==> config.mk <==
export PLATFORM = sky130hd
export DESIGN_NAME = pipe_ctrl
export DESIGN_NICKNAME = d
export VERILOG_FILES = /design/src/rtl/pipe_ctrl_pkg.sv /design/src/rtl/pipe_ctrl_cnt.sv /design/src/rtl/pipe_ctrl.sv
export SDC_FILE = /design/constraint.sdc
export NUM_CORES = 1
export LEC_CHECK = 0
export ABC_AREA = 1
export BUFFER_PORTS_ARGS = -buffer_cell sky130_fd_sc_hd__buf_2
export CELL_PAD_IN_SITES_DETAIL_PLACEMENT = 0
export CELL_PAD_IN_SITES_GLOBAL_PLACEMENT = 1
export CORE_MARGIN = 1
export CORE_UTILIZATION = 32
export DETAILED_ROUTE_END_ITERATION = 10
export PLACE_DENSITY_LB_ADDON = 0.08
export SYNTH_ARGS = -nofsm -noshare
export SYNTH_HDL_FRONTEND = slang
export SYNTH_HIERARCHICAL = 1
export SYNTH_SLANG_ARGS = --single-unit
==> constraint.sdc <==
create_clock -name clk -period 1.82 [get_ports clk]
set_clock_uncertainty 0.05 [all_clocks]
set_input_delay 0 -clock clk [delete_from_list [all_inputs] [get_ports clk]]
set_output_delay 0 -clock clk [all_outputs]
set_load 0.01 [all_outputs]
==> src/rtl/pipe_ctrl_pkg.sv <==
// Shared encodings for the pipeline controller: FSM states, stall bit positions and stall patterns.
package pipe_ctrl_pkg;

  typedef enum logic [1:0] {
    ST_RUN     = 2'd0,
    ST_MC_BUSY = 2'd1,
    ST_FLUSH   = 2'd2
  } state_e;

  localparam int STALL_PC     = 0;
  localparam int STALL_IF_ID  = 1;
  localparam int STALL_ID_EX  = 2;
  localparam int STALL_EX_MEM = 3;
  localparam int STALL_MEM_WB = 4;

  localparam logic STALL_YES = 1'b1;
  localparam logic STALL_NO  = 1'b0;

  localparam logic [4:0] STALL_NONE = 5'b00000;
  localparam logic [4:0] STALL_MEM  = 5'b01111;
  localparam logic [4:0] STALL_EX   = 5'b00111;
  localparam logic [4:0] STALL_ID   = 5'b00011;

  // A stage gets a NOP when the stage in front of it holds but it does not.
  function automatic logic [4:0] bubble_of(input logic [4:0] s);
    bubble_of = {s[3:0] & ~s[4:1], 1'b0};
  endfunction

endpackage

==> src/rtl/pipe_ctrl_cnt.sv <==
// Down-counter for the remaining cycles of a multi-cycle EX op: clear, load, hold, decrement.
module pipe_ctrl_cnt #(
  parameter int W = 4
) (
  input  logic         clk,
  input  logic         rst_n,
  input  logic         clr_i,
  input  logic         load_i,
  input  logic [W-1:0] load_val_i,
  input  logic         dec_i,
  output logic         zero_o
);

  logic [W-1:0] cnt_q;
  logic [W-1:0] cnt_d;

  always_comb begin
    cnt_d = cnt_q;
    if (clr_i) begin
      cnt_d = {W{1'b0}};
    end else if (load_i) begin
      cnt_d = load_val_i;
    end else if (dec_i) begin
      cnt_d = cnt_q - {{(W-1){1'b0}}, 1'b1};
    end else begin
      cnt_d = cnt_q;
    end
  end

  always_ff @(posedge clk or negedge rst_n) begin
    if (!rst_n) begin
      cnt_q <= {W{1'b0}};
    end else begin
      cnt_q <= cnt_d;
    end
  end

  assign zero_o = (cnt_q == {W{1'b0}});

endmodule

==> src/rtl/pipe_ctrl.sv <==
// Pipeline hazard controller: per-stage stall/bubble, multi-cycle EX sequencing and deferred flush.
module pipe_ctrl
  import pipe_ctrl_pkg::*;
#(
  parameter int MC_CYCLES = 16
) (
  input  logic       clk,
  input  logic       rst,
  input  logic       stallreq_id,
  input  logic       ex_mc_start,
  input  logic       mem_busy,
  input  logic       flush_req,
  output logic [4:0] stall,
  output logic [4:0] bubble,
  output logic       flush,
  output logic       mc_busy,
  output logic       mc_done
);

  localparam int CNT_W = $clog2(MC_CYCLES);
  localparam logic [CNT_W-1:0] CNT_LOAD = CNT_W'(MC_CYCLES - 2);

  state_e state_q;
  logic   pending_q;
  logic   flush_q;
  logic   mc_done_q;

  logic   cnt_zero_s;
  logic   go_flush_s;
  logic   start_s;
  logic   mc_end_s;
  logic   cnt_dec_s;
  logic [4:0] stall_s;

  always_comb begin
    go_flush_s = (flush_req | pending_q) & ~mem_busy;
    start_s    = (state_q == ST_RUN) & ex_mc_start & ~flush_req;
    mc_end_s   = (state_q == ST_MC_BUSY) & cnt_zero_s & ~mem_busy;
    cnt_dec_s  = (state_q == ST_MC_BUSY) & ~mem_busy & ~cnt_zero_s;
  end

  pipe_ctrl_cnt #(.W(CNT_W)) u_cnt (
    .clk        (clk),
    .rst_n      (rst),
    .clr_i      (go_flush_s),
    .load_i     (start_s),
    .load_val_i (CNT_LOAD),
    .dec_i      (cnt_dec_s),
    .zero_o     (cnt_zero_s)
  );

  // Stall priority: FLUSH state, then memory wait, then multi-cycle EX, then load-use.
  always_comb begin
    stall_s = STALL_NONE;
    if (!rst) begin
      stall_s = STALL_NONE;
    end else if (state_q == ST_FLUSH) begin
      stall_s = STALL_NONE;
    end else if (mem_busy) begin
      stall_s = STALL_MEM;
    end else if ((state_q == ST_MC_BUSY) || ((state_q == ST_RUN) && ex_mc_start)) begin
      stall_s = STALL_EX;
    end else if (stallreq_id) begin
      stall_s = STALL_ID;
    end else begin
      stall_s = STALL_NONE;
    end
  end

  always_ff @(posedge clk or negedge rst) begin
    if (!rst) begin
      state_q   <= ST_RUN;
      pending_q <= 1'b0;
      flush_q   <= 1'b0;
      mc_done_q <= 1'b0;
    end else begin
      flush_q   <= 1'b0;
      mc_done_q <= 1'b0;
      if (go_flush_s) begin
        pending_q <= 1'b0;
      end else if (flush_req) begin
        pending_q <= 1'b1;
      end else begin
        pending_q <= pending_q;
      end
      // A flush aborts whatever is running, so an interrupted op never reports done.
      if (go_flush_s) begin
        state_q <= ST_FLUSH;
        flush_q <= 1'b1;
      end else begin
        case (state_q)
          ST_RUN: begin
            state_q <= start_s ? ST_MC_BUSY : ST_RUN;
          end
          ST_MC_BUSY: begin
            if (mc_end_s) begin
              state_q   <= ST_RUN;
              mc_done_q <= 1'b1;
            end else begin
              state_q <= ST_MC_BUSY;
            end
          end
          ST_FLUSH: begin
            state_q <= ST_RUN;
          end
          default: begin
            state_q <= ST_RUN;
          end
        endcase
      end
    end
  end

  assign stall   = stall_s;
  assign bubble  = bubble_of(stall_s);
  assign flush   = flush_q;
  assign mc_busy = (state_q == ST_MC_BUSY);
  assign mc_done = mc_done_q;

endmodule
==> out/results.tsv, run 1 <==
metric	value	unit
largest net degree at the start of global routing	10	
total gr overflow	0	
Std-Cell Rows	14	
vias per cell	4.20	
Vias	479	
CTS clk-pin slew, worst paths	60	ps
MaxCap Viol Count	0	
synthesized instance count	77	
Worst EP arrival	1750	ps
power density over the cells	832	nW/um^2
Worst VDD drop	0.405	mV
first-pass GRT wire length	1790	um
Final setup viols	0	
fraction of layout cells with a size suffix above 1	0.337	
final worst setup slack	164	ps
P_leak	0.401	nW
CP max-delay cell	dfrtp_1	
Yosys reg bits	8	
number of antenna-violating nets in the routed design	0	
ant diodes	0	
leading area contributor after synthesis	dfrtp_1	
setup TNS	0	ps
largest cells by area after synthesis	dfrtp_1 (36%), nand2_1 (9.6%), nor2_1 (7.5%)	
max-slew violations	0	
Die ar.	1890	um^2
Detailed Route Iter0 Violations	15	
Root Driver	clkbuf_4	
Sink Count	8	
Starting Density	0.352	
CP delay by family, top	simple AND/OR/NAND/NOR gates	
Setup WS pre-CTS	70.4	ps
Syn Std Cell Area	549	um^2
status	complete, but fails checks	
WL/cell	9.24	um
post-synthesis cell type count	20	
failing checks	DRC	
Hold Crit Class	input pin to flop	
Seq/Total Area, Yosys	0.364	
Avg Cell Area, Syn	7.13	um^2
Area growth syn-to-layout	25.1	%
Remaining DRCs	2	
CP Launch Type	flop	
H-tree depth	1	
max incr delay on CP	340	ps
CTS tree	yes	
commonest non-fill, non-tap cell in the layout	buf_2	
Data required, critical path	1920	ps
Worst Path Max Fanout	5	
unrepaired setup endpoints after global routing	false	
post-layout min period	1660	ps
clock buffer depth	2	
Worst Setup End Kind	flop	
number of global-route vias before repair	430	
Final nets	108	
part of the cycle the worst path needs	0.910	
Yosys top cell area share	0.364	
CORE AREA	1560	um^2
register-to-register path setup slack	160	ps
CTS Buf Count	3	
number of hold violations in the final report	0	
Post-CTS Setup Inserts	0	
I/O Buffers	15	
initial antenna violation count	0	
DR pass1 iterations	7	
most used cell, CP	nand2_1	
GRT Util Overall	0.134	
HPWL Detailed	865	um
most frequent cells in the layout	buf_2 (15), nand2_1 (14), nor2_1 (11)	
CP Class	flop to flop	
Yosys Warn Count	6	
max frequency	604	MHz
critical path, cell by cell	inv_1 -> ha_1 -> nor3b_2 -> nor4_2 -> nor2_1 -> nand2_1 -> inv_1 -> nand2_1 -> nand2_1	
Clock Latency Late Sink	260	ps
Chip Height	43.4	um
io pins	19	
WP buf/inv	2	
gpl congestion	0.770	
final wirelength	1050	um
Die Width	43.4	um
tightest hold or removal path, stage by stage:
cell	delay, ps
buf_2	140
inv_2	90
nor2_1	50
flip-flops by register name, indices dropped and copies added, names as in the netlist:
register     flops
flush            1
mc_done          1
pending_q        1
state_q          1
u_cnt/cnt_q      4
report_power, final:
part           leakage, nW  internal [mW]  total (mW)  switching, mW
clock               0.0138         0.0755       0.137         0.0613
sequential           0.106          0.201       0.225         0.0236
combinational        0.281         0.0930       0.210          0.117
total                0.401          0.370       0.571          0.202
area by class of cell:
class	instances	area, um^2
repair buffers	18	103
clock buffers	3	22.5
inverters	13	48.8
well taps	16	20.0
fillers	162	872
flip-flops and latches	8	200
multi-input cells	56	293
cell usage after synthesis:
master	number
ha_1	2
xor2_1	1
nand3_1	4
o21ai_2	1
nor2_2	3
o22ai_1	2
conb_1	2
inv_1	8
dfrtp_1	8
o21bai_1	1
nor2_1	11
a21oi_2	1
nor3_1	1
o21ai_1	4
nor4_1	1
buf_4	5
nor3b_1	1
inv_2	5
nand2_1	14
nand2_2	2
routing by layer:
layer	GRT usage	routed length, um	vias up
met5	0	0	-
met4	0.0375	0	0
met3	0.0750	72	0
met2	0.164	430	17
met1	0.197	551	194
li1	-	-	268
kinds of logic after synthesis:
logic type,count (synthesis),synth area share
compound gates,9,0.105
xor+xnor,1,0.0159
fa+ha+maj,2,0.0456
buf+inv,18,0.157
flops,8,0.364
other cells,2,0.0137
simple gates,37,0.298
repair_timing:
action                                 in CTS  in global routing
endpoints found under the hold margin       9                  0
gates resized for setup                     0                  2
hold buffers                                2                  0
setup endpoints to repair                   0                  2
through the flow:
stage	power [mW]	utilization	cells	hold slack (ps)	cell area, um^2
after floorplan	0.369	-	82	-346	568
after global placement	0.426	0.406	109	-179	633
after detailed placement	0.428	0.406	109	-186	633
after CTS	0.571	0.433	114	11.5	676
after global routing	0.623	0.441	114	21.3	687
final	0.571	0.441	114	23.6	687
final timing paths:
check | startpoint | to | cells past startpoint
min reg2reg | pending_q | pending_q | 2
max in group asynchronous | rst | state_q[0] | 2
min | mem_busy | pending_q | 3
min in group asynchronous | rst | mc_done | 2
max reg2reg | u_cnt/cnt_q[0] | u_cnt/cnt_q[2] | 9
max | u_cnt/cnt_q[0] | u_cnt/cnt_q[2] | 9
Note: power is estimated with default switching activity, not from simulation.
==> run 2, diff against run 1 <==
Settings changed: CAP_MARGIN set to 20, PLACE_DENSITY_LB_ADDON 0.08 to 0.1, SYNTH_HIERARCHICAL 1 to unset.
==> out/results.tsv, run 2 <==
metric	value	unit
CTS Buf Count	3	
most common cell in the netlist	nand2_1	
Remaining DRCs	0	
Worst Path Max Fanout	4	
number of antenna-violating nets in the routed design	0	
CORE AREA	1510	um^2
register-to-register path setup slack	540	ps
vias per cell	4.50	
max frequency	657	MHz
Clk pwr share	0.210	
Post-synth EDFFs	0	
commonest non-fill, non-tap cell in the layout	buf_2	
Final setup viols	0	
io pins	19	
H-tree depth	1	
Seq pwr share	0.414	
ant diodes	0	
Post-CTS Setup Inserts	0	
final worst setup slack	299	ps
final wirelength	992	um
Clock Latency Late Sink	240	ps
I/O Buffers	15	
Syn Std Cell Area	522	um^2
GRT Util Overall	0.132	
Worst EP arrival	1470	ps
P_leak	0.370	nW
post-synthesis cell type count	19	
switching part of the total power	0.365	
part of the cycle the worst path needs	0.836	
Comb power frac	0.376	
R2R Path Start	u_cnt.cnt_q[0]	
largest net degree at the start of global routing	10	
unrepaired setup endpoints after global routing	false	
Std-Cell Rows	14	
Chip Height	42.4	um
switching power	0.223	mW
Yosys top cell area share	0.384	
Vias	468	
placed cell area	587	um^2
Detailed Route Iter0 Violations	13	
final core utilization	0.424	
Seq/Total Area, Yosys	0.384	
FILL cells	169	
initial antenna violation count	0	
Yosys Warn Count	0	
Worst Setup End Kind	output pin	
number of hold violations in the final report	0	
Die ar.	1800	um^2
Crit Reg-Reg Endpoint	u_cnt.cnt_q[3]	
power density over the cells	958	nW/um^2
Avg Cell Area, Syn	7.45	um^2
post-layout min period	1520	ps
status	complete, no violations	
worst reg2reg path depth	7	
DR pass1 iterations	3	
Hold Crit Class	input pin to async pin	
max-slew violations	0	
WL/cell	9.54	um
Starting Density	0.346	
dominant synthesized flop cell	dfrtp_1	
overall power	0.612	mW
clock buffer depth	2	
Area growth syn-to-layout	22.5	%
setup TNS	0	ps
CTS clk-pin slew, worst paths	50	ps
total gr overflow	0	
Yosys reg bits	8	
most frequent cells in the layout	buf_2 (15), nand2_1 (13), inv_1 (10)	
Sink Count	8	
CP Launch Type	flop	
fraction of layout cells with a size suffix above 1	0.261	
synthesized instance count	70	
Die Width	42.4	um
CP Class	flop to output pin	
post-route cell area	639	um^2
gpl congestion	0.710	
commonest cells in the netlist	nand2_1 (13), inv_1 (10), dfrtp_1 (8), nor2_1 (8)	
post-CTS resize count	0	
Root Driver	clkbuf_4	
number of global-route vias before repair	442	
internal power	0.389	mW
Reg with most FFs	u_cnt.cnt_q	
leading area contributor after synthesis	dfrtp_1	
Final nets	98	
Post-synth ARST share	1.00	
HPWL Detailed	792	um
Setup WS pre-CTS	540	ps
CTS tree	yes	
Data required, critical path	1770	ps
MaxCap Viol Count	0	
Worst VDD drop	0.429	mV
largest cells by area after synthesis	dfrtp_1 (38%), nand2_1 (9.4%), buf_4 (7.2%)	
first-pass GRT wire length	1790	um
max reg flops	4	
## run 2: critical path, stage by stage (launching register included)
cell and delay [ps]:
dfrtp_1 370, inv_1 70, o21ai_0 360, inv_1 70, nand2_1 110, o21ai_0 100, buf_2 160
## run 2: area by class of cell
| class | instances | area [um^2] | share of cell area |
|---|---|---|---|
| multi-input combinational | 48 | 250 | 0.391 |
| tap | 16 | 20.0 | 0.0313 |
| timing repair buffer | 18 | 105 | 0.164 |
| sequential | 8 | 200 | 0.313 |
| clock buffer | 3 | 22.5 | 0.0352 |
| inverter | 11 | 41.3 | 0.0646 |
## run 2: worst max-delay path by stage
stage                              start              to  slack, ps  cells after the start
final                              flush        stall[1]        300                      6
after CTS                          flush        stall[1]        270                      6
after detailed placement  u_cnt.cnt_q[0]  u_cnt.cnt_q[3]        540                      7
after global placement             flush        stall[0]        540                      6
after floorplan                    flush        stall[1]        520                      6
after global routing               flush        stall[1]         80                      6
## run 2: cell families after synthesis
group / count (synthesis) / share of synthesized area
AOI/OAI and AO/OA: 6 / 0.0575
other: 1 / 0.00719
and+or+nand+nor: 35 / 0.319
DFF: 8 / 0.384
xor gates and xnor gates: 2 / 0.0336
adders and majority gates: 2 / 0.0480
buffers and inverters: 16 / 0.151
## run 2: repair_timing
item / 4_1_cts / 5_1_grt
endpoints found under the hold margin: 11 / 0
hold buffers: 3 / 0
setup endpoints to repair: 0 / 0
## run 2: power groups by stage
| stage | Sequential, mW | Combinational (mW) | Clock, mW |
|---|---|---|---|
| after global routing | 0.262 | 0.270 | 0.146 |
| after detailed placement | 0.257 | 0.226 | 0 |
| after CTS | 0.254 | 0.234 | 0.137 |
| final | 0.253 | 0.230 | 0.129 |
| after floorplan | 0.247 | 0.184 | 0 |
| after global placement | 0.258 | 0.233 | 0 |
## run 2: layer usage
metal	track usage	up-vias	wire (um)
li1	-	249	-
met1	0.179	206	500
met2	0.203	11	441
met3	0.0129	2	37
met4	0.0750	0	12
met5	0	-	0
## run 2: metrics by stage
| step | std cells | hold WS (ps) |
|---|---|---|
| global route | 104 | 107 |
| detailed placement | 98 | -194 |
| floorplan | 72 | -346 |
| global placement | 98 | -193 |
| CTS | 104 | 77.1 |
| finish | 104 | 79.0 |
